--- src/rtl/sector_stream_formatter.sv ---
`timescale 1ns/1ps
// Sector image formatter: preamble, sync, fixed-length payload, optional CRC-16/CCITT-FALSE, postamble.
// Define SECTOR_STREAM_FORMATTER_CRC_EN to include the CRC_HI/CRC_LO bytes and the CRC logic.
module sector_stream_formatter #(
   parameter int unsigned PREAMBLE_LEN  = 13,
   parameter logic [7:0]  SYNC_BYTE     = 8'hA1,
   parameter int unsigned PAYLOAD_LEN   = 512,
   parameter int unsigned POSTAMBLE_LEN = 3
) (
   input  logic        aclk,
   input  logic        areset,
   input  logic        enable,
   input  logic        s_tvalid,
   output logic        s_tready,
   input  logic [7:0]  s_tdata,
   input  logic        s_tlast,
   input  logic [7:0]  s_tid,
   output logic        m_tvalid,
   input  logic        m_tready,
   output logic [7:0]  m_tdata,
   output logic        m_tlast,
   output logic [7:0]  m_tid,
   output logic        busy,
   output logic        short_frame,
   output logic        long_frame,
   input  logic        err_clear,
   output logic [15:0] frame_count
);

   typedef enum logic [3:0] {
      ST_IDLE,
      ST_PREAMBLE,
      ST_SYNC,
      ST_PAYLOAD,
      ST_PAD,
      ST_DRAIN,
`ifdef SECTOR_STREAM_FORMATTER_CRC_EN
      ST_CRC_HI,
      ST_CRC_LO,
`endif
      ST_POSTAMBLE
   } state_t;

`ifdef SECTOR_STREAM_FORMATTER_CRC_EN
   localparam state_t ST_AFTER_DATA = ST_CRC_HI;
`else
   localparam state_t ST_AFTER_DATA = ST_POSTAMBLE;
`endif

   localparam logic [15:0] PRE_LAST  = 16'(PREAMBLE_LEN - 1);
   localparam logic [15:0] PAY_LAST  = 16'(PAYLOAD_LEN - 1);
   localparam logic [15:0] POST_LAST = 16'(POSTAMBLE_LEN - 1);
   localparam logic [15:0] POST_DONE = 16'(POSTAMBLE_LEN);

   state_t      state_q, state_d;
   logic [15:0] cnt_q, cnt_d;
   logic        m_tvalid_q, m_tvalid_d;
   logic [7:0]  m_tdata_q, m_tdata_d;
   logic        m_tlast_q, m_tlast_d;
   logic [7:0]  m_tid_q, m_tid_d;
   logic        short_q, short_d;
   logic        long_q, long_d;
   logic [15:0] fc_q, fc_d;
   logic        slot_free;
   logic        s_tready_c;

`ifdef SECTOR_STREAM_FORMATTER_CRC_EN
   logic [15:0] crc_q, crc_d;

   function automatic logic [15:0] crc16_byte(input logic [15:0] crc_in, input logic [7:0] data);
      logic [15:0] c;
      logic [7:0]  d;
      logic        fb;
      c = crc_in;
      d = data;
      for (int unsigned i = 0; i < 8; i++) begin
         fb = c[15] ^ d[7];
         c  = {c[14:0], 1'b0} ^ (fb ? 16'h1021 : 16'h0000);
         d  = {d[6:0], 1'b0};
      end
      return c;
   endfunction
`endif

   assign slot_free = !m_tvalid_q || m_tready;

   always_comb begin
      state_d    = state_q;
      cnt_d      = cnt_q;
      m_tvalid_d = m_tvalid_q;
      m_tdata_d  = m_tdata_q;
      m_tlast_d  = m_tlast_q;
      m_tid_d    = m_tid_q;
      short_d    = err_clear ? 1'b0 : short_q;
      long_d     = err_clear ? 1'b0 : long_q;
      fc_d       = fc_q;
      s_tready_c = 1'b0;
`ifdef SECTOR_STREAM_FORMATTER_CRC_EN
      crc_d      = crc_q;
`endif
      // A free slot empties the output stage unless a state below reloads it.
      if (slot_free) begin
         m_tvalid_d = 1'b0;
         m_tlast_d  = 1'b0;
      end

      case (state_q)
         ST_IDLE: begin
            if (enable && s_tvalid) begin
               m_tid_d = s_tid;
               cnt_d   = '0;
               state_d = ST_PREAMBLE;
`ifdef SECTOR_STREAM_FORMATTER_CRC_EN
               crc_d   = 16'hFFFF;
`endif
            end
         end
         ST_PREAMBLE: begin
            if (slot_free) begin
               m_tvalid_d = 1'b1;
               m_tdata_d  = 8'h00;
               if (cnt_q == PRE_LAST) begin
                  cnt_d   = '0;
                  state_d = ST_SYNC;
               end else begin
                  cnt_d = cnt_q + 16'd1;
               end
            end
         end
         ST_SYNC: begin
            if (slot_free) begin
               m_tvalid_d = 1'b1;
               m_tdata_d  = SYNC_BYTE;
               cnt_d      = '0;
               state_d    = ST_PAYLOAD;
            end
         end
         ST_PAYLOAD: begin
            s_tready_c = slot_free;
            if (slot_free && s_tvalid) begin
               m_tvalid_d = 1'b1;
               m_tdata_d  = s_tdata;
`ifdef SECTOR_STREAM_FORMATTER_CRC_EN
               crc_d      = crc16_byte(crc_q, s_tdata);
`endif
               if (cnt_q == PAY_LAST) begin
                  cnt_d = '0;
                  if (s_tlast) begin
                     state_d = ST_AFTER_DATA;
                  end else begin
                     long_d  = 1'b1;
                     state_d = ST_DRAIN;
                  end
               end else if (s_tlast) begin
                  // PAD continues the payload position so it knows how many zeros remain.
                  short_d = 1'b1;
                  cnt_d   = cnt_q + 16'd1;
                  state_d = ST_PAD;
               end else begin
                  cnt_d = cnt_q + 16'd1;
               end
            end
         end
         ST_PAD: begin
            if (slot_free) begin
               m_tvalid_d = 1'b1;
               m_tdata_d  = 8'h00;
`ifdef SECTOR_STREAM_FORMATTER_CRC_EN
               crc_d      = crc16_byte(crc_q, 8'h00);
`endif
               if (cnt_q == PAY_LAST) begin
                  cnt_d   = '0;
                  state_d = ST_AFTER_DATA;
               end else begin
                  cnt_d = cnt_q + 16'd1;
               end
            end
         end
         ST_DRAIN: begin
            s_tready_c = 1'b1;
            if (s_tvalid && s_tlast) begin
               cnt_d   = '0;
               state_d = ST_AFTER_DATA;
            end
         end
`ifdef SECTOR_STREAM_FORMATTER_CRC_EN
         ST_CRC_HI: begin
            if (slot_free) begin
               m_tvalid_d = 1'b1;
               m_tdata_d  = crc_q[15:8];
               cnt_d      = '0;
               state_d    = ST_CRC_LO;
            end
         end
         ST_CRC_LO: begin
            if (slot_free) begin
               m_tvalid_d = 1'b1;
               m_tdata_d  = crc_q[7:0];
               cnt_d      = '0;
               state_d    = ST_POSTAMBLE;
            end
         end
`endif
         ST_POSTAMBLE: begin
            // Stay here after loading the tlast byte until it is actually accepted.
            if (slot_free) begin
               if (cnt_q == POST_DONE) begin
                  fc_d    = fc_q + 16'd1;
                  cnt_d   = '0;
                  state_d = ST_IDLE;
               end else begin
                  m_tvalid_d = 1'b1;
                  m_tdata_d  = 8'h00;
                  m_tlast_d  = (cnt_q == POST_LAST);
                  cnt_d      = cnt_q + 16'd1;
               end
            end
         end
         default: state_d = ST_IDLE;
      endcase
   end

   always_ff @(posedge aclk) begin
      if (areset) begin
         state_q    <= ST_IDLE;
         cnt_q      <= '0;
         m_tvalid_q <= 1'b0;
         m_tdata_q  <= '0;
         m_tlast_q  <= 1'b0;
         m_tid_q    <= '0;
         short_q    <= 1'b0;
         long_q     <= 1'b0;
         fc_q       <= '0;
`ifdef SECTOR_STREAM_FORMATTER_CRC_EN
         crc_q      <= '1;
`endif
      end else begin
         state_q    <= state_d;
         cnt_q      <= cnt_d;
         m_tvalid_q <= m_tvalid_d;
         m_tdata_q  <= m_tdata_d;
         m_tlast_q  <= m_tlast_d;
         m_tid_q    <= m_tid_d;
         short_q    <= short_d;
         long_q     <= long_d;
         fc_q       <= fc_d;
`ifdef SECTOR_STREAM_FORMATTER_CRC_EN
         crc_q      <= crc_d;
`endif
      end
   end

   assign s_tready    = s_tready_c;
   assign m_tvalid    = m_tvalid_q;
   assign m_tdata     = m_tdata_q;
   assign m_tlast     = m_tlast_q;
   assign m_tid       = m_tid_q;
   assign busy        = (state_q != ST_IDLE);
   assign short_frame = short_q;
   assign long_frame  = long_q;
   assign frame_count = fc_q;

endmodule

--- config.mk ---
export PLATFORM = sky130hd
export DESIGN_NAME = sector_stream_formatter
export DESIGN_NICKNAME = d
export VERILOG_FILES = /design/src/rtl/sector_stream_formatter.sv
export SDC_FILE = /design/constraint.sdc
export NUM_CORES = 1
export LEC_CHECK = 0
export BUFFER_PORTS_ARGS = -buffer_cell sky130_fd_sc_hd__buf_2
export CAP_MARGIN = 40
export CELL_PAD_IN_SITES_DETAIL_PLACEMENT = 0
export CELL_PAD_IN_SITES_GLOBAL_PLACEMENT = 1
export CORE_MARGIN = 2
export CORE_UTILIZATION = 35
export DETAILED_ROUTE_END_ITERATION = 6
export PLACE_DENSITY_LB_ADDON = 0.1
export SLEW_MARGIN = 10
export SYNTH_ARGS = -nofsm -noshare
export SYNTH_HDL_FRONTEND = slang
export SYNTH_SLANG_ARGS = --single-unit
--- constraint.sdc ---
create_clock -name aclk -period 3.7 [get_ports aclk]
set_clock_uncertainty 0.05 [all_clocks]
set_input_delay 0.74 -clock aclk [delete_from_list [all_inputs] [get_ports aclk]]
set_output_delay 0.74 -clock aclk [all_outputs]
set_load 0.05 [all_outputs]
**Word level (Yosys, flattened, before mapping)**

Index checks and enable logic that the tools add are counted.

- Add/sub/neg operators: 2
- Equality and inequality tests: 23
- Mux-type cells: 52
- Reduce and logical (&&, ||, !) cells: 16

Operators with widths:

| kind | number |
|---|---|
| 16-bit two-way mux | 10 |
| 16-bit case mux with 7 select lines | 1 |
| 4-bit two-way mux | 12 |
| 8-bit two-way mux | 5 |
| 16-bit by 1-bit adder with 16-bit output (second input constant) | 2 |
| 16-bit by 2-bit equality test with 1-bit output (second input constant) | 2 |
| 8-bit case mux with 4 select lines | 1 |
| 4-bit case mux with 7 select lines | 1 |
| 2-bit != test (second input constant) | 11 |
| 1-bit two-way mux | 19 |
| 16-bit by 4-bit equality test with 1-bit output (second input constant) | 1 |
| 16-bit by 9-bit equality test with 1-bit output (second input constant) | 1 |
| 4-bit by 3-bit equality test with 1-bit output (second input constant) | 3 |
| 11-bit AND reduction | 1 |
| 4-bit by 2-bit equality test with 1-bit output (second input constant) | 2 |
| 8-bit AND reduction | 1 |
| 4-bit nonzero test | 2 |
| 7-bit nonzero test | 1 |
| 6-bit AND reduction | 1 |
| 4-bit by 1-bit equality test with 1-bit output (second input constant) | 1 |
| 4-bit zero test | 1 |
| 1-bit logical AND | 3 |
| 3-bit != test (second input constant) | 1 |
| 1-bit case mux with 3 select lines | 1 |
| 9 further kinds | 9 |

- Register bits after elaboration: 56
- Input bits: 23
- Output and inout bits: 38
- Word-level logic and storage cells: 102

**Logic depth before layout (Yosys ltp)**

Gate-level depths: netlist of run 1.

- Depth in word-level cells: 6
- Mapped depth: 9
- Mapped depth without buffers: 7

**Worst setup path before layout of run 1**

OpenSTA, ideal clock, no wires.

- Path type: register to register
- From: reg cnt_q[12]
- To: reg fc_q[14] (netlist: frame_count[14])
- Setup time: 0.121 ns
- Data arrival time: 2.362 ns
- Required time: 3.529 ns
- Setup slack: 1.167 ns
- Cell stages (with the launch flop): 8
- Path buffers: 2
- Period minus slack after synthesis: 2.533 ns
- Path through: dfxtp_1 > buf_6 > or4_4 > or4_4 > buf_6 > nor4_4 > nand3_1 > mux2_4

- Longest elaborated chain between the ends: 2

RTL lines:

| item | line | RTL |
|---|---|---|
| start: declaration | 56 | `logic [15:0] cnt_q, cnt_d;` |
| start signal: assignment | 239 | `cnt_q <= cnt_d;` |
| 16-bit by 2-bit equality test with 1-bit output | 207 | `if (cnt_q == POST_DONE) begin` |
| 3-bit AND reduction (no source line) | n/a |  |
| end signal: assignment | 233 | `fc_q <= '0;` |
| end signal: assignment | 246 | `fc_q <= fc_d;` |
| end: declaration | 63 | `logic [15:0] fc_q, fc_d;` |

No other way between the ends.
A chain may end at the register's enable or synchronous reset.

**Final worst setup path of run 1**

- From: reg cnt_q[1]
- To: reg state_q[1]

- Longest elaborated chain between the ends: 4
- Elaborated cells between the ends (all ways): 11
- Classes of those cells: 7 x eq/ne; 3 x mux; 1 x reduce/logical

RTL lines:

| item | line | RTL |
|---|---|---|
| 16-bit by 9-bit equality test with 1-bit output | 146, 171 |  |
| 4-bit two-way mux | 146 | `if (cnt_q == PAY_LAST) begin` |
| 4-bit two-way mux | 140 | `if (slot_free && s_tvalid) begin` |
| 4-bit case mux with 7 select lines | 107 | `case (state_q)` |
| end signal: assignment | 238 | `state_q <= state_d;` |
| end: declaration | 55 | `state_t state_q, state_d;` |

Several ways; a longest one is shown, not always the timed one. The select of a mux whose other input is x is not followed.

==> metrics.txt, run 1 <==
# TYPE chip_impl_metric gauge
chip_impl_metric{name="timing.max_cap.violations",unit=""} 0
chip_impl_metric{name="maximum_number_of_pins_on_one_net_before_global_route_repair",unit=""} 36
chip_impl_metric{name="global_route_wire_length_before_repair",unit="mm"} 12.6
chip_impl_info{name="netlist.top_cell.by_area",value="sky130_fd_sc_hd__dfxtp_1"} 1
chip_impl_metric{name="max-vdd-ir-drop",unit="mV"} 0.261
chip_impl_metric{name="min_period",unit="ps"} 2690
chip_impl_metric{name="drt_first_pass_iters",unit=""} 4
chip_impl_metric{name="worst_slew_pin_slew",unit="ps"} 672
chip_impl_metric{name="synth_warnings",unit=""} 0
chip_impl_metric{name="hold_depth",unit=""} 2
chip_impl_metric{name="number_of_global_route_vias_before_repair",unit=""} 2483
chip_impl_metric{name="areaGrowthSynthToFinish",unit="%"} 14.7
chip_impl_metric{name="layout.core_utilization",unit="%"} 41.3
chip_impl_metric{name="postRouteAntennaNets",unit=""} 0
chip_impl_metric{name="fp.dieW",unit="um"} 96.0
chip_impl_metric{name="globalplace.congestion",unit=""} 0.805
chip_impl_info{name="criticalPathCategory",value="reg2reg"} 1
chip_impl_metric{name="port_buffers",unit=""} 60
chip_impl_metric{name="fill_cells",unit=""} 845
chip_impl_metric{name="drt-vias-per-instance",unit=""} 5.40
chip_impl_metric{name="leakage_dissipation",unit="nW"} 1.27
chip_impl_metric{name="cts_sinks",unit=""} 55
chip_impl_metric{name="final_layout_size_suffix_gt1_share",unit="%"} 19.8
chip_impl_metric{name="synth_largest_type_area_fraction",unit="%"} 37.2
chip_impl_info{name="postSynth.topFlopCell",value="sky130_fd_sc_hd__dfxtp_1"} 1
chip_impl_metric{name="worstPathRequired",unit="ps"} 3880
chip_impl_metric{name="initial_core_util",unit="%"} 36.0
chip_impl_info{name="rsz0062_at_grt",value="false"} 1
chip_impl_metric{name="hold_viol_final",unit=""} 0
chip_impl_metric{name="post_synth_num_cell_types",unit=""} 56
chip_impl_metric{name="intPower",unit="mW"} 0.973
chip_impl_metric{name="final_max_slew_viol_count",unit=""} 0
chip_impl_metric{name="synth_sequential_area_ratio",unit="%"} 37.2
chip_impl_metric{name="placed_cells",unit=""} 507
chip_impl_metric{name="nets",unit=""} 436
chip_impl_metric{name="reg2reg_setup_slack",unit="ps"} 1010
chip_impl_info{name="synth.top_cells.by_area",value="sky130_fd_sc_hd__dfxtp_1 37%, sky130_fd_sc_hd__nor2_1 5.2%, sky130_fd_sc_hd__a21oi_1 5.1%"} 1
chip_impl_info{name="most_used_standard_cell_by_instance_count_after_synthesis",value="sky130_fd_sc_hd__dfxtp_1"} 1
chip_impl_metric{name="gate_count_of_the_mapped_netlist",unit=""} 361
chip_impl_metric{name="routed-via-count",unit=""} 2783
chip_impl_metric{name="place.detailed.hpwl",unit="mm"} 5.53
chip_impl_metric{name="synth_enable_flop_cells",unit=""} 0
chip_impl_metric{name="pwr-share-seq",unit="%"} 40.9
chip_impl_metric{name="postCtsHoldBufs",unit=""} 0
chip_impl_metric{name="synth-async-reset-ratio",unit="%"} 0
chip_impl_metric{name="synth.ff_latch_count",unit=""} 55
chip_impl_metric{name="setup_viol_count_final",unit=""} 0
chip_impl_metric{name="r2r_cells",unit=""} 6
chip_impl_metric{name="area_of_the_core",unit="sq um"} 8220
chip_impl_info{name="min-delay-path-class",value="reg2reg"} 1
chip_impl_metric{name="power_frac_comb",unit="%"} 38.9
chip_impl_info{name="r2r_end",value="state_q[1]$_SDFFE_PP0P_"} 1
chip_impl_metric{name="p_sw_share",unit="%"} 43.1
chip_impl_metric{name="drc",unit=""} 0
chip_impl_metric{name="detail_route.wl_per_cell",unit="um"} 14.9
chip_impl_info{name="synth.top_cells.by_count",value="55 x sky130_fd_sc_hd__dfxtp_1, 41 x sky130_fd_sc_hd__nor2_1, 30 x sky130_fd_sc_hd__a21oi_1"} 1
chip_impl_metric{name="antenna_found_initial",unit=""} 0
chip_impl_metric{name="syn_nets",unit=""} 388
chip_impl_metric{name="finish.cell_count_without_fillers",unit=""} 515
chip_impl_metric{name="syn-cell-area",unit="sq um"} 2960
chip_impl_metric{name="wl",unit="mm"} 7.70
chip_impl_metric{name="diodes",unit=""} 0
chip_impl_info{name="clock-root-buffer",value="sky130_fd_sc_hd__clkbuf_8"} 1
chip_impl_metric{name="cts_inserted_buffers",unit=""} 5
chip_impl_metric{name="cts_max_path_buffers",unit=""} 2
chip_impl_info{name="worst_r2r_startpoint",value="cnt_q[1]$_SDFFE_PP0P_"} 1
chip_impl_metric{name="pwr-share-clk",unit="%"} 20.2
chip_impl_metric{name="num_io_pins",unit=""} 61
chip_impl_info{name="worstHoldStart",value="m_tdata[3]$_SDFFE_PP0P_"} 1
chip_impl_metric{name="die_h",unit="um"} 96.0
chip_impl_metric{name="clock_insertion_delay_at_the_later_pin_of_the_skew_report",unit="ps"} 310
chip_impl_metric{name="cts-resized-gates",unit=""} 0
chip_impl_metric{name="final-seq-area",unit="sq um"} 1100
chip_impl_metric{name="totalNegativeSetupSlack",unit="ps"} 0
chip_impl_metric{name="worst_ep_arrival_time",unit="ps"} 2870
chip_impl_metric{name="power.density",unit="nW/um^2"} 503
chip_impl_metric{name="critPathMaxFanout",unit=""} 9
chip_impl_metric{name="floorplan.rows",unit=""} 33
chip_impl_info{name="cts_tree",value="yes"} 1
chip_impl_metric{name="fmaxAchievable",unit="MHz"} 371
chip_impl_metric{name="overflow",unit=""} 0
chip_impl_metric{name="synthesis.area_per_instance",unit="sq um"} 8.20
chip_impl_metric{name="power_switching",unit="mW"} 0.737
chip_impl_metric{name="area_of_the_multi_input_gates",unit="sq um"} 1700
chip_impl_metric{name="clk_transition_reported_paths",unit="ps"} 100
chip_impl_info{name="startpoint_type",value="flip-flop"} 1
chip_impl_metric{name="cts_setup_buffers",unit=""} 0
chip_impl_info{name="status",value="finished, final reports clean"} 1
chip_impl_metric{name="h-tree-depth",unit=""} 2
chip_impl_metric{name="detail_route.iter0.violations",unit=""} 109
chip_impl_info{name="holdPathEnd",value="m_tdata[3]$_SDFFE_PP0P_"} 1
chip_impl_metric{name="dieArea",unit="sq um"} 9210
chip_impl_metric{name="track_usage",unit="%"} 17.2
chip_impl_info{name="worstSetupEndpointType",value="flip-flop"} 1
chip_impl_metric{name="final_cycle_share",unit="%"} 72.8
chip_impl_metric{name="timing.max_slew.rel_slack",unit="%"} 55.0
## worst max path at each step
stage,cells past startpoint,end,start
floorplan,7,frame_count[14]$_SDFFE_PP0P_,cnt_q[12]$_SDFFE_PP0P_
global placement,6,state_q[1]$_SDFFE_PP0P_,cnt_q[1]$_SDFFE_PP0P_
detailed placement,6,state_q[1]$_SDFFE_PP0P_,cnt_q[1]$_SDFFE_PP0P_
CTS,6,state_q[1]$_SDFFE_PP0P_,cnt_q[1]$_SDFFE_PP0P_
global route,6,state_q[1]$_SDFFE_PP0P_,cnt_q[1]$_SDFFE_PP0P_
finish,6,state_q[1]$_SDFFE_PP0P_,cnt_q[1]$_SDFFE_PP0P_
## flip-flops by register name, summed over array words and instances, names as in the netlist, named ones only
signal / count
cnt_q: 16
frame_count: 16
long_frame: 1
m_tdata: 8
m_tid: 8
m_tvalid: 1
short_frame: 1
state_q: 3
## final cells by class
cell class	count	area share [%]
Multi-Input combinational cell	271	50.0
Sequential cell	55	32.4
Timing Repair Buffer	64	9.73
Tap cell	105	3.87
Clock buffer	6	2.14
Inverter	12	1.33
Clock inverter	2	0.516
## power groups by stage
| stage | logic [mW] | registers [mW] | clock network, mW |
|---|---|---|---|
| 2_1_floorplan | 0.402 | 0.801 | 0 |
| 3_3_place_gp | 0.668 | 0.710 | 0 |
| 3_5_place_dp | 0.667 | 0.711 | 0 |
| 4_1_cts | 0.671 | 0.697 | 0.360 |
| 5_1_grt | 0.733 | 0.707 | 0.387 |
| 6_report | 0.665 | 0.698 | 0.345 |
## logic make-up after synthesis
kind of cell    Yosys count  share of synthesized area (%)
buf+inv                  35                           5.49
compound gates           79                           16.4
mux                      11                           3.97
flops                    55                           37.2
fa+ha+maj                 4                           1.69
xor+xnor                 12                           3.55
simple gates            165                           31.7
## cell usage in the layout, fill, tap and decap left out, drive strengths merged, types with 2 or more instances in the layout
master	count
a211oi	3
a21oi	30
a31oi	7
and3	4
and3b	2
and4	5
buf	64
clkbuf	6
clkinv	2
dfxtp	55
ha	4
inv	12
mux2	3
mux2i	8
nand2	23
nand2b	3
nand3	22
nand4	11
nand4b	2
nor2	41
nor2b	6
nor3	7
nor4	13
nor4b	3
nor4bb	2
o211ai	5
o21ai	15
o31ai	6
or3	7
or4	10
xnor2	10
xor2	2
## routing by layer
metal | vias to the layer above | GRT usage [%] | routed length (um)
met4 | 0 | 5.12 | 114
li1 | 1427 | - | -
met2 | 61 | 25.8 | 3410
met3 | 11 | 3.99 | 326
met1 | 1284 | 24.3 | 3850
met5 | - | 0 | 0
## metrics by stage
stage	hold WS, ps	power (mW)	instance area [sq um]	worst slack (ps)
floorplan	410	1.20	2960	1170
global placement	388	1.38	3300	1110
detailed placement	395	1.38	3310	1040
CTS	411	1.73	3400	1000
global route	428	1.83	3400	763
finish	408	1.71	3400	1010
## critical path: stages, from the launching register on
cell and delay, ps:
sky130_fd_sc_hd__dfxtp_1 430, sky130_fd_sc_hd__ha_1 360, sky130_fd_sc_hd__nor4b_1 270, sky130_fd_sc_hd__nand4_1 270, sky130_fd_sc_hd__a22o_1 420, sky130_fd_sc_hd__or4_1 530
sky130_fd_sc_hd__a221oi_1 280
(Power assumes the default switching activity.)
==> run 2: changes to the inputs <==
Clock period 3.7 ns to 2.4 ns, I/O delays scaled along.
==> metrics.txt, run 2 (same netlist as run 1, synthesis figures left out) <==
# TYPE chip_impl_metric gauge
chip_impl_info{name="status",value="finished, final reports clean"} 1
chip_impl_metric{name="timing.max_slew.rel_slack",unit="%"} 66.8
chip_impl_info{name="cts_tree",value="yes"} 1
chip_impl_info{name="top_library_cells_by_usage_in_the_layout_fill_and_taps_aside",value="60 x sky130_fd_sc_hd__buf_2, 53 x sky130_fd_sc_hd__dfxtp_1, 41 x sky130_fd_sc_hd__nor2_1, 30 x sky130_fd_sc_hd__a21oi_1, 30 x sky130_fd_sc_hd__buf_4"} 1
chip_impl_metric{name="timing.max_cap.violations",unit=""} 0
chip_impl_metric{name="worstPathRequired",unit="ps"} 2550
chip_impl_metric{name="areaGrowthSynthToFinish",unit="%"} 24.0
chip_impl_metric{name="postCtsHoldBufs",unit=""} 0
chip_impl_metric{name="routed-via-count",unit=""} 2901
chip_impl_metric{name="wl",unit="mm"} 8.08
chip_impl_metric{name="post-layout-total-power",unit="mW"} 2.83
chip_impl_metric{name="leakage_dissipation",unit="nW"} 1.44
chip_impl_metric{name="layout.core_utilization",unit="%"} 44.7
chip_impl_metric{name="drt-vias-per-instance",unit=""} 5.33
chip_impl_metric{name="maximum_number_of_pins_on_one_net_before_global_route_repair",unit=""} 44
chip_impl_metric{name="floorplan.rows",unit=""} 33
chip_impl_metric{name="finish.cell_count_without_fillers",unit=""} 544
chip_impl_metric{name="power.density",unit="nW/um^2"} 769
chip_impl_metric{name="worst_ep_arrival_time",unit="ps"} 2500
chip_impl_metric{name="overflow",unit=""} 0
chip_impl_info{name="startpoint_type",value="flip-flop"} 1
chip_impl_metric{name="detail_route.iter0.violations",unit=""} 139
chip_impl_info{name="min-delay-path-class",value="in2reg"} 1
chip_impl_metric{name="setup_viol_count_final",unit=""} 0
chip_impl_metric{name="drt_first_pass_iters",unit=""} 4
chip_impl_info{name="worst_r2r_startpoint",value="cnt_q[5]$_SDFFE_PP0P_"} 1
chip_impl_info{name="rsz0062_at_grt",value="true"} 1
chip_impl_metric{name="max-vdd-ir-drop",unit="mV"} 0.573
chip_impl_metric{name="diodes",unit=""} 0
chip_impl_metric{name="min_period",unit="ps"} 2350
chip_impl_metric{name="drc",unit=""} 0
chip_impl_metric{name="h-tree-depth",unit=""} 2
chip_impl_metric{name="postRouteAntennaNets",unit=""} 0
chip_impl_metric{name="number_of_global_route_vias_before_repair",unit=""} 2607
chip_impl_metric{name="area_of_the_core",unit="sq um"} 8220
chip_impl_metric{name="nets",unit=""} 465
chip_impl_metric{name="num_io_pins",unit=""} 61
chip_impl_metric{name="place.detailed.hpwl",unit="mm"} 5.87
chip_impl_metric{name="clk_transition_reported_paths",unit="ps"} 100
chip_impl_info{name="commonest_non_fill_non_tap_cell_in_the_layout",value="sky130_fd_sc_hd__buf_2"} 1
chip_impl_info{name="clock-root-buffer",value="sky130_fd_sc_hd__clkbuf_8"} 1
chip_impl_metric{name="antenna_found_initial",unit=""} 0
chip_impl_metric{name="fmaxAchievable",unit="MHz"} 425
chip_impl_info{name="crit_start",value="cnt_q[5]$_SDFFE_PP0P_"} 1
chip_impl_metric{name="cts_sinks",unit=""} 55
chip_impl_info{name="worstSetupEndpointType",value="flip-flop"} 1
chip_impl_metric{name="detail_route.wl_per_cell",unit="um"} 14.9
chip_impl_info{name="criticalPathCategory",value="reg2reg"} 1
chip_impl_metric{name="placed_instance_area",unit="sq um"} 3520
chip_impl_metric{name="final_max_slew_viol_count",unit=""} 0
chip_impl_info{name="worstHoldStart",value="s_tid[2]"} 1
chip_impl_metric{name="clock_insertion_delay_at_the_later_pin_of_the_skew_report",unit="ps"} 310
chip_impl_metric{name="cts_inserted_buffers",unit=""} 5
chip_impl_metric{name="placed_cells",unit=""} 531
chip_impl_metric{name="cts_max_path_buffers",unit=""} 2
chip_impl_metric{name="globalplace.congestion",unit=""} 0.816
chip_impl_metric{name="final_cycle_share",unit="%"} 98.1
chip_impl_metric{name="die_h",unit="um"} 96.0
chip_impl_metric{name="final_layout_size_suffix_gt1_share",unit="%"} 26.2
chip_impl_metric{name="initial_core_util",unit="%"} 36.0
chip_impl_metric{name="fp.dieW",unit="um"} 96.0
chip_impl_metric{name="final_instance_area",unit="sq um"} 3670
chip_impl_metric{name="critPathMaxFanout",unit=""} 5
chip_impl_metric{name="dieArea",unit="sq um"} 9210
chip_impl_metric{name="worst_slew_pin_slew",unit="ps"} 493
chip_impl_metric{name="global_route_wire_length_before_repair",unit="mm"} 12.8
chip_impl_metric{name="track_usage",unit="%"} 17.5
chip_impl_metric{name="port_buffers",unit=""} 60
chip_impl_metric{name="hold_viol_final",unit=""} 0
-- run 2: final timing paths --
path	end	slack [ps]	cells past startpoint
setup reg to reg	frame_count[12]$_SDFFE_PP0P_	50	5
hold / removal	m_tid[2]$_SDFFE_PP0P_	360	3
hold reg to reg	m_tdata[4]$_SDFFE_PP0P_	410	2
setup / recovery	frame_count[12]$_SDFFE_PP0P_	50	5
-- run 2: report_power, final --
| part | leakage, nW | switching, mW | internal [mW] |
|---|---|---|---|
| combinational | 0.939 | 0.781 | 0.410 |
| clock | 0.0505 | 0.315 | 0.264 |
| sequential | 0.447 | 0.0709 | 0.985 |
-- run 2: layer usage --
layer	vias to the layer above	routed length (um)	GRT usage, %	part of all wire [%]
met3	5	377	3.92	4.7
li1	1488	-	-	-
met4	0	47	4.05	0.58
met5	-	0	0	0
met1	1352	3910	24.4	48
met2	56	3750	27.5	46
-- run 2: area by class of cell --
| class | count | area (sq um) |
|---|---|---|
| Clock buffer | 7 | 96.3 |
| Clock inverter | 1 | 7.51 |
| Fill cell | 849 | 4540 |
| Inverter | 12 | 45.0 |
| Multi-Input combinational cell | 272 | 1720 |
| Sequential cell | 55 | 1110 |
| Tap cell | 105 | 131 |
| Timing Repair Buffer | 92 | 566 |
-- run 2: stage by stage --
step	setup TNS, ps	hold WS (ps)	setup slack, ps
2_1_floorplan	0	410	0.194
3_3_place_gp	0	387	82.7
3_5_place_dp	0	395	36.4
4_1_cts	0	347	19.2
5_1_grt	-15.6	355	-8.95
6_report	0	357	45.8
-- run 2: worst max-delay path, stage by stage (launching register included) --
cell	delay, ps
sky130_fd_sc_hd__dfxtp_1	320
sky130_fd_sc_hd__or4_4	560
sky130_fd_sc_hd__or4_4	580
sky130_fd_sc_hd__nor4_4	280
sky130_fd_sc_hd__nand3_1	130
sky130_fd_sc_hd__mux2_1	320
-- run 2: timing repair --
action / CTS / global route
setup endpoints to repair: 0 / 5
resized for setup: 0 / 5
buffers inserted: 0 / 4
==> run 3: changes to the inputs <==
Settings changed: BUFFER_PORTS_ARGS -buffer_cell sky130_fd_sc_hd__buf_2 to -buffer_cell sky130_fd_sc_hd__clkbuf_2.
==> metrics.txt, run 3 (same netlist as run 1, synthesis figures left out) <==
# TYPE chip_impl_metric gauge
chip_impl_info{name="status",value="finished, final reports clean"} 1
chip_impl_metric{name="finish.cell_count_without_fillers",unit=""} 549
chip_impl_info{name="clock-root-buffer",value="sky130_fd_sc_hd__clkbuf_8"} 1
chip_impl_metric{name="wl",unit="mm"} 8.07
chip_impl_metric{name="hold_viol_final",unit=""} 0
chip_impl_metric{name="cts_sinks",unit=""} 55
chip_impl_metric{name="worst_slew_pin_slew",unit="ps"} 474
chip_impl_metric{name="placed_cells",unit=""} 530
chip_impl_metric{name="setup_viol_count_final",unit=""} 0
chip_impl_info{name="cp_cell_sequence",value="or4_4 > or4_4 > nor4_4 > nand3_1 > mux2_4"} 1
chip_impl_metric{name="final-seq-area",unit="sq um"} 1110
chip_impl_metric{name="die_h",unit="um"} 96.0
chip_impl_metric{name="final_cycle_share",unit="%"} 98.9
chip_impl_metric{name="power.density",unit="nW/um^2"} 752
chip_impl_metric{name="num_io_pins",unit=""} 61
chip_impl_metric{name="fill_cells",unit=""} 867
chip_impl_info{name="worstSetupEndpointType",value="flip-flop"} 1
chip_impl_metric{name="power_frac_comb",unit="%"} 42.3
chip_impl_metric{name="dieArea",unit="sq um"} 9210
chip_impl_metric{name="port_buffers",unit=""} 60
chip_impl_metric{name="area_of_the_core",unit="sq um"} 8220
chip_impl_metric{name="clk_transition_reported_paths",unit="ps"} 110
chip_impl_info{name="path_delay_family",value="simple AND/OR/NAND/NOR gates"} 1
chip_impl_metric{name="intPower",unit="mW"} 1.61
chip_impl_info{name="critical_path.most_common_cell",value="sky130_fd_sc_hd__or4_4"} 1
chip_impl_metric{name="timing.max_cap.violations",unit=""} 0
chip_impl_metric{name="worstPathRequired",unit="ps"} 2560
chip_impl_metric{name="min_period",unit="ps"} 2370
chip_impl_metric{name="fmaxAchievable",unit="MHz"} 421
chip_impl_metric{name="initial_core_util",unit="%"} 36.0
chip_impl_metric{name="detail_route.iter0.violations",unit=""} 96
chip_impl_metric{name="overflow",unit=""} 0
chip_impl_metric{name="final_layout_size_suffix_gt1_share",unit="%"} 28.6
chip_impl_metric{name="critPathMaxFanout",unit=""} 6
chip_impl_metric{name="final_max_slew_viol_count",unit=""} 0
chip_impl_metric{name="postRouteAntennaNets",unit=""} 0
chip_impl_info{name="commonest_non_fill_non_tap_cell_in_the_layout",value="sky130_fd_sc_hd__clkbuf_2"} 1
chip_impl_metric{name="globalplace.congestion",unit=""} 0.800
chip_impl_metric{name="place.detailed.hpwl",unit="mm"} 5.87
chip_impl_metric{name="diodes",unit=""} 0
chip_impl_metric{name="cts_inserted_buffers",unit=""} 5
chip_impl_metric{name="h-tree-depth",unit=""} 2
chip_impl_metric{name="p_sw_share",unit="%"} 42.2
chip_impl_metric{name="cp.buffers_inverters",unit=""} 0
chip_impl_metric{name="routed-via-count",unit=""} 2939
chip_impl_info{name="criticalPathCategory",value="reg2reg"} 1
chip_impl_metric{name="number_of_global_route_vias_before_repair",unit=""} 2570
chip_impl_metric{name="drt_first_pass_iters",unit=""} 4
chip_impl_metric{name="layout.core_utilization",unit="%"} 45.1
chip_impl_info{name="timing.critical_path.slowest_stage_cell",value="sky130_fd_sc_hd__or4_4"} 1
chip_impl_metric{name="power_switching",unit="mW"} 1.18
chip_impl_metric{name="leakage_dissipation",unit="nW"} 1.43
chip_impl_metric{name="global_route_wire_length_before_repair",unit="mm"} 12.8
chip_impl_metric{name="drc",unit=""} 0
chip_impl_metric{name="areaGrowthSynthToFinish",unit="%"} 25.1
chip_impl_metric{name="totalNegativeSetupSlack",unit="ps"} 0
chip_impl_metric{name="antenna_found_initial",unit=""} 0
chip_impl_metric{name="pwr-share-seq",unit="%"} 38.3
chip_impl_metric{name="critical_path.max_stage_delay",unit="ps"} 580
chip_impl_metric{name="worst_ep_arrival_time",unit="ps"} 2540
chip_impl_metric{name="drt-vias-per-instance",unit=""} 5.35
chip_impl_info{name="startpoint_type",value="flip-flop"} 1
chip_impl_metric{name="cts_max_path_buffers",unit=""} 2
chip_impl_info{name="rsz0062_at_grt",value="true"} 1
chip_impl_metric{name="fp.dieW",unit="um"} 96.0
chip_impl_metric{name="maximum_number_of_pins_on_one_net_before_global_route_repair",unit=""} 26
chip_impl_metric{name="detail_route.wl_per_cell",unit="um"} 14.7
chip_impl_metric{name="area_of_the_multi_input_gates",unit="sq um"} 1720
chip_impl_info{name="cts_tree",value="yes"} 1
chip_impl_info{name="min-delay-path-class",value="in2reg"} 1
chip_impl_metric{name="timing.max_slew.rel_slack",unit="%"} 67.9
chip_impl_metric{name="clock_insertion_delay_at_the_later_pin_of_the_skew_report",unit="ps"} 310
chip_impl_metric{name="max-vdd-ir-drop",unit="mV"} 0.492
chip_impl_metric{name="nets",unit=""} 470
chip_impl_metric{name="track_usage",unit="%"} 17.6
chip_impl_metric{name="pwr-share-clk",unit="%"} 19.3
chip_impl_metric{name="floorplan.rows",unit=""} 33
chip_impl_info{name="top_library_cells_by_usage_in_the_layout_fill_and_taps_aside",value="60 x sky130_fd_sc_hd__clkbuf_2, 49 x sky130_fd_sc_hd__dfxtp_1, 40 x sky130_fd_sc_hd__nor2_1, 36 x sky130_fd_sc_hd__buf_4, 30 x sky130_fd_sc_hd__a21oi_1"} 1
run 3: timing repair:
item,in CTS,in global routing
hold buffers,0,0
buffers inserted,0,10
resized for setup,0,16
setup endpoints to repair,0,17
run 3: power groups by stage:
| stage | sequential, mW | clock (mW) | combinational [mW] |
|---|---|---|---|
| 3_3_place_gp | 1.08 | 0 | 1.15 |
| 4_1_cts | 1.07 | 0.563 | 1.15 |
| 2_1_floorplan | 1.24 | 0 | 0.632 |
| 5_1_grt | 1.08 | 0.594 | 1.29 |
| 6_report | 1.07 | 0.539 | 1.18 |
| 3_5_place_dp | 1.08 | 0 | 1.15 |
run 3: area by class of cell:
cell class / count / share of cell area (%)
flip-flops and latches: 55 / 30.1
inverters: 12 / 1.22
well taps: 105 / 3.55
clock inverters: 2 / 0.473
repair buffers: 98 / 16.2
clock buffers: 6 / 1.96
multi-input cells: 271 / 46.5
run 3: layer usage:
metal  track usage (%)  part of all wire [%]  vias up
li1                  -                     -     1500
met2              28.0                    46       79
met3              3.60                   5.7        6
met1              24.6                    48     1354
met5                 0                     0        -
met4              3.93                  0.93        0
run 3: worst register-to-register path, delay by kind of cell, from the launching register on:
kind | cells | cell delay [ps]
AND/OR/NAND/NOR | 4 | 1570
flip-flops | 1 | 330
multiplexers | 1 | 320
run 3: final timing paths:
check	from	to	slack, ps	cells after the start
setup / recovery	cnt_q[5]$_SDFFE_PP0P_	frame_count[12]$_SDFFE_PP0P_	30	5
hold / removal	s_tdata[3]	m_tdata[3]$_SDFFE_PP0P_	340	3
hold reg to reg	m_tdata[1]$_SDFFE_PP0P_	m_tdata[1]$_SDFFE_PP0P_	410	2
setup reg to reg	cnt_q[5]$_SDFFE_PP0P_	frame_count[12]$_SDFFE_PP0P_	30	5
run 3: stage by stage:
stage	worst slack [ps]	instance area (sq um)	hold WS (ps)	power, mW
after floorplan	0.194	2970	410	1.87
after CTS	5.99	3590	329	2.78
after detailed placement	44.9	3500	398	2.23
after global placement	73.0	3500	394	2.24
final	26.9	3700	340	2.79
after global routing	-41.6	3700	341	2.97
